`src/rtl/data_mem_arbiter.sv`:
```
// rtl/data_mem_arbiter.sv - round-robin two-port arbiter and IDLE/ACCESS/RESP sequencer for Data_Memory
module data_mem_arbiter #(
    parameter int ADDR_W = 5,
    parameter int DATA_W = 32
) (
    input  logic              clk,
    input  logic              reset,
    input  logic              req0,
    input  logic              we0,
    input  logic [ADDR_W-1:0] addr0,
    input  logic [DATA_W-1:0] wdata0,
    input  logic              req1,
    input  logic              we1,
    input  logic [ADDR_W-1:0] addr1,
    input  logic [DATA_W-1:0] wdata1,
    output logic              gnt0,
    output logic              gnt1,
    output logic              done0,
    output logic              done1,
    output logic [DATA_W-1:0] rdata,
    output logic              busy,
    output logic              mem_we,
    output logic              mem_re,
    output logic [ADDR_W-1:0] mem_addr,
    output logic [DATA_W-1:0] mem_wdata,
    input  logic [DATA_W-1:0] mem_rdata
);

    typedef enum logic [1:0] {
        S_IDLE   = 2'd0,
        S_ACCESS = 2'd1,
        S_RESP   = 2'd2
    } state_t;

    state_t              state_q, state_d;
    logic                last_winner_q, last_winner_d;
    logic                win_q, win_d;
    logic                we_q, we_d;
    logic [ADDR_W-1:0]   addr_q, addr_d;
    logic [DATA_W-1:0]   wdata_q, wdata_d;
    logic [DATA_W-1:0]   rdata_q, rdata_d;

    logic                any_req;
    logic                arb_win;

    // A tie goes to the port that did not win last time; otherwise the lone requester wins.
    always_comb begin
        any_req = req0 | req1;
        arb_win = (req0 & req1) ? ~last_winner_q : req1;
    end

    always_ff @(posedge clk) begin
        if (reset) begin
            state_q <= S_IDLE;
        end else begin
            state_q <= state_d;
        end
    end

    always_comb begin
        state_d = state_q;
        case (state_q)
            S_IDLE:   if (any_req) state_d = S_ACCESS;
            S_ACCESS: state_d = S_RESP;
            S_RESP:   state_d = S_IDLE;
            default:  state_d = S_IDLE;
        endcase
    end

    always_ff @(posedge clk) begin
        if (reset) begin
            last_winner_q <= 1'b1;
            win_q         <= 1'b0;
            we_q          <= 1'b0;
            addr_q        <= '0;
            wdata_q       <= '0;
            rdata_q       <= '0;
        end else begin
            last_winner_q <= last_winner_d;
            win_q         <= win_d;
            we_q          <= we_d;
            addr_q        <= addr_d;
            wdata_q       <= wdata_d;
            rdata_q       <= rdata_d;
        end
    end

    // Request fields are captured once on the grant; the memory bus keeps showing them afterwards.
    always_comb begin
        last_winner_d = last_winner_q;
        win_d         = win_q;
        we_d          = we_q;
        addr_d        = addr_q;
        wdata_d       = wdata_q;
        rdata_d       = rdata_q;
        if (state_q == S_IDLE && any_req) begin
            last_winner_d = arb_win;
            win_d         = arb_win;
            we_d          = arb_win ? we1    : we0;
            addr_d        = arb_win ? addr1  : addr0;
            wdata_d       = arb_win ? wdata1 : wdata0;
        end
        if (state_q == S_ACCESS && !we_q) begin
            rdata_d = mem_rdata;
        end
    end

    always_comb begin
        gnt0      = (state_q == S_ACCESS) && !win_q;
        gnt1      = (state_q == S_ACCESS) &&  win_q;
        done0     = (state_q == S_RESP)   && !win_q;
        done1     = (state_q == S_RESP)   &&  win_q;
        busy      = (state_q != S_IDLE);
        mem_we    = (state_q == S_ACCESS) && we_q && !reset;
        mem_re    = (state_q == S_ACCESS) && !we_q;
        mem_addr  = addr_q;
        mem_wdata = wdata_q;
        rdata     = rdata_q;
    end

endmodule

```
`config.mk`:
```
export PLATFORM = sky130hd
export DESIGN_NAME = data_mem_arbiter
export DESIGN_NICKNAME = d
export VERILOG_FILES = /design/src/rtl/data_mem_arbiter.sv
export SDC_FILE = /design/constraint.sdc
export NUM_CORES = 1
export LEC_CHECK = 0
export BUFFER_PORTS_ARGS = -buffer_cell sky130_fd_sc_hd__buf_2
export CORE_ASPECT_RATIO = 0.9
export CORE_UTILIZATION = 44
export CTS_BUF_LIST = sky130_fd_sc_hd__clkbuf_4 sky130_fd_sc_hd__clkbuf_8 sky130_fd_sc_hd__clkbuf_16
export CTS_CLUSTER_DIAMETER = 30
export DETAILED_ROUTE_END_ITERATION = 10
export GPL_TIMING_DRIVEN = 1
export PLACE_DENSITY = 0.92
export SLEW_MARGIN = 20
export SYNTH_ARGS = -nofsm -noshare
export SYNTH_HDL_FRONTEND = slang
export SYNTH_SLANG_ARGS = --single-unit
```
`constraint.sdc`:
```
create_clock -name clk -period 2.2 [get_ports clk]
set_clock_uncertainty 0.1 [all_clocks]
set_input_delay 0.22 -clock clk [delete_from_list [all_inputs] [get_ports clk]]
set_output_delay 0.22 -clock clk [all_outputs]
set_load 0.01 [all_outputs]
```
# Yosys cells after proc, flatten, opt, wreduce, memory -nomap -nowiden
# Index checks and enable logic that the tools add are counted.
[totals] ff_bits=74 inputBits=112 output_inout_bits=76 wordCells=32
[op_classes] eq_ne=3 muxes=6 n_bitwise=3 reduce_logical=13
[op_table] op="2-to-1 mux 32 bit" count=1
[op_table] op="logical AND 1 bit" count=8
[op_table] op="2-to-1 mux 5 bit" count=1
[op_table] op="one-hot mux 2 bit (2 select lines)" count=1
[op_table] op="zero test 1 bit" count=3
[op_table] op="equality test 2 x 1 -> 1 bit, second input constant" count=1
[op_table] op="equality test 2 bit, second input constant" count=1
[op_table] op="zero test 2 bit" count=1
[op_table] op="2-to-1 mux 1 bit" count=2
[op_table] op="2-to-1 mux 2 bit" count=1
[op_table] op="!= test 2 bit, second input constant" count=1
[op_table] op="nonzero test 2 bit" count=1
[op_table] op="bitwise AND 1 bit" count=1
[op_table] op="NOT 1 bit" count=1
[op_table] op="OR 1 bit" count=1

# Depth between registers and ports, before layout
[logic_depth] word_depth=3 ltp_mapped=6 ltp_nobuf=4

# Worst setup path after synthesis
# No wires, ideal clock.
[synth_path] path_type="reg-to-output" startpoint="register state_q[0]" endpoint="output mem_re" arrival_time_ns=1.068 required_time_ns=1.880 path_slack_ns=0.812 path_stages_with_launch=5 path_buffers=2 path_cell_list="dfxtp_1 -> or3b_1 -> buf_6 -> clkinv_4 -> buf_12"
[synth_between] elab_chain_cells=2
[synth_lines] element="from (decl)" line_no="35" rtl="state_t state_q, state_d;"
[synth_lines] element="from (signal assigned)" line_no="56" rtl="state_q <= state_d;"
[synth_lines] element="equality test 2 x 1 -> 1 bit" line_no="115" rtl="mem_re = (state_q == S_ACCESS) && !we_q;"
[synth_lines] element="logical AND 1 bit" line_no="115"
[synth_lines] element="to (decl)" line_no="23" rtl="output logic mem_re,"
# No other way between the ends.

# Worst setup path after layout
# Same ends and word-level chain as after synthesis.

==> impl_metrics.json <==
{
  "finalWorstPathRequiredPeriod_ns": 1.98,
  "diodes": 0,
  "core_area_um2": 7080,
  "clk_latency_ns": 0.33,
  "die_x_um": 92.3,
  "globalRoute.totalOverflow": 0,
  "internal_power_mw": 2.31,
  "via_count": 3346,
  "top_level_ports": 188,
  "clock_path_buffers": 2,
  "finish.cell_count_without_fillers": 651,
  "cp_cell_sequence": "or3b_1 -> clkinv_4 -> buf_2",
  "p_leak_nw": 2.02,
  "fmax_mhz": 504,
  "timing.critical_path.slowest_cell_delay_ns": 0.43,
  "final.setup.tns_ns": 0,
  "yosys_warnings": 0,
  "design.die.area_um2": 7680,
  "area_growth_pct": 34.9,
  "relative_slew_margins": 0.671,
  "yosys.cell_types.count": 27,
  "postSynth.asyncResetShare": 0,
  "synthTopCellsByArea": "dfxtp_1 46%, nand2_1 13%, a311oi_1 10%",
  "share_of_cells_above_drive_strength_1": 0.493,
  "critPathArrivalTime_ns": 1.66,
  "post-route-util": 0.615,
  "status": "completed",
  "start_kind": "register",
  "ctsHtreeMaxLevel": 3,
  "inserted_clock_buffers": 9,
  "syn-cell-area_um2": 3230,
  "die_y_um": 83.3,
  "total_setup_buffers_inserted_after_cts": 0,
  "grt_pass1_vias": 3159,
  "dp.final_hpwl_um": 6460,
  "post-route-worst-setup-slack_ns": 0.217,
  "antenna_violations_before_repair": 0,
  "detailed_place.area_um2": 4150,
  "slowest_cell_on_crit_path": "or3b_1",
  "synth.cells.most_frequent": "111 x nand2_1, 74 x dfxtp_1, 42 x a21oi_1, 38 x a311oi_1",
  "regToRegSetupSlack_ns": 0.57,
  "gp_congestion": 0.767,
  "swShare": 0.292,
  "share_comb_of_total_power": 0.228,
  "power.total_mw": 3.27,
  "place_inst": 635,
  "number_of_cells_on_the_worst_reg_to_reg_path": 5,
  "synth.top_cell.area_share": 0.459,
  "cp_num_buf_inv": 2,
  "regToRegStartpoint": "state_q[1]$_SDFFE_PP0P_",
  "r2r_end": "mem_wdata[7]$_SDFFE_PP0P_",
  "timing.critical_path.max_delay_family": "buffers and inverters",
  "hold_end": "rdata[9]$_SDFFE_PP0P_",
  "grt.total_usage": 0.237,
  "synth-edff-count": 0,
  "firstDrtPassIters": 4,
  "syn_inst": 380,
  "syn-num-nets": 492,
  "worst_slew_pin_slew_ns": 0.494,
  "drc": 0,
  "power.share.clock": 0.304,
  "critical_path_class": "reg2out",
  "grt_setup_unrepaired": "no",
  "worstHoldPathType": "in2reg",
  "synth_top_cell_by_area": "dfxtp_1",
  "grt_pass1_wl_um": 14600,
  "rows": 29,
  "p_sw_mw": 0.955,
  "dp_slack_ns": 0.565,
  "start_util": 0.456,
  "max_cap_violations": 0,
  "post_cts_resize_count": 0,
  "wirelength_um": 9040,
  "hold_path_depth": 3,
  "avgSynthCellArea_um2": 8.49,
  "port_buffers": 187,
  "path_clk_slew_ns": 0.07,
  "dominantRegCellSynth": "dfxtp_1",
  "vdd.ir_drop.worst_uv": 446,
  "routed_wire_length_per_instance_um": 13.9,
  "power-per-cell-area_nw_per_um2": 751,
  "post-route-period-util": 0.901,
  "final_max_slew_viol_count": 0,
  "cts.sinks": 74,
  "yosysMostFrequentCell": "nand2_1",
  "min-delay-start": "mem_rdata[9]",
  "crit_path_max_fanout": 33,
  "synth-seq-cells": 74,
  "design_area_um2": 4350,
  "synth_sequential_area_ratio": 0.459,
  "avgViaCountPerCell": 5.14,
  "crit_required_ns": 1.88,
  "design.final.nets": 667,
  "end_kind": "output pin",
  "dr.first_iter.drc_count": 84,
  "timing.final.hold_violations": 0,
  "power_frac_seq": 0.469,
  "tritoncts": "yes",
  "grt_start_max_net_pins": 52,
  "drt.antenna.violating_nets": 0,
  "clk_root_buffer_cell": "clkbuf_8",
  "worst_hold_slack_ns": 0.0186,
  "setup_viol": 0
}
flip-flops by register name (all words and copies together), names as in the netlist:
name,cells
mem_addr,5
mem_wdata,32
rdata,32
win_q,1
we_q,1
last_winner_q,1
state_q,2
power groups by stage:
stage          Sequential [mW]  Clock (mW)  Combinational (mW)
2_1_floorplan             1.61           0               0.404
3_3_place_gp              1.55           0               0.719
3_5_place_dp              1.56           0               0.742
4_1_cts                   1.53        1.02               0.745
5_1_grt                   1.54        1.10               0.818
6_report                  1.53       0.993               0.744
cells in the final DEF, fill, tap and decap left out, drive strengths merged:
master	n
a21oi	71
clkbuf	11
nand2	140
or3b	1
dlygate4sd3	2
a21bo	1
nor3	1
o21ai	2
clkinv	2
or2b	1
and2	1
or2	1
inv	2
nand3	1
buf	197
bufinv	1
clkinvlp	1
nand3b	1
a311oi	38
nor2	6
dfxtp	74
nor3b	2
a21boi	1
how the worst max path moves through the flow:
| stage | startpoint | end | slack [ns] | cells after the start |
|---|---|---|---|---|
| after global placement | state_q[0]$_SDFFE_PP0P_ | mem_re | 0.59 | 3 |
| final | state_q[0]$_SDFFE_PP0P_ | mem_re | 0.22 | 3 |
| after floorplan | state_q[0]$_SDFFE_PP0P_ | mem_re | 0.81 | 4 |
| after global routing | state_q[0]$_SDFFE_PP0P_ | mem_re | 0.12 | 3 |
| after detailed placement | state_q[1]$_SDFFE_PP0P_ | mem_wdata[7]$_SDFFE_PP0P_ | 0.57 | 5 |
| after CTS | state_q[0]$_SDFFE_PP0P_ | mem_re | 0.20 | 3 |
kinds of logic after synthesis:
logic type,after synthesis,share of synthesized area
AND/OR/NAND/NOR,155,0.212
buffers and inverters,38,0.0725
AO/OA/AOI/OAI,113,0.257
flip-flops,74,0.459
routing by layer:
metal  GRT usage  up-vias  part of all wire
met5           0        -                 0
met3      0.0833       11             0.081
li1            -     1655                 -
met4      0.0724        0             0.013
met1       0.269     1545              0.41
met2       0.414      135              0.50
worst min-delay path: stages:
cell and delay [ns]:
buf_2 0.10, nand2_2 0.05, a21oi_2 0.04
layout make-up:
cell class / instances / area, um2
Multi-Input combinational cell: 268 / 1520
Inverter: 3 / 16.3
Clock buffer: 11 / 139
Tap cell: 93 / 116
Sequential cell: 74 / 1480
Clock inverter: 3 / 42.5
Fill cell: 593 / 2720
Timing Repair Buffer: 199 / 1040
repair_timing:
| action | in CTS | in global routing |
|---|---|---|
| endpoints found under the hold margin | 1 | 1 |
| hold buffers | 1 | 1 |
| endpoints found under the setup margin | 0 | 0 |
Power figures use the tool's default switching activity.
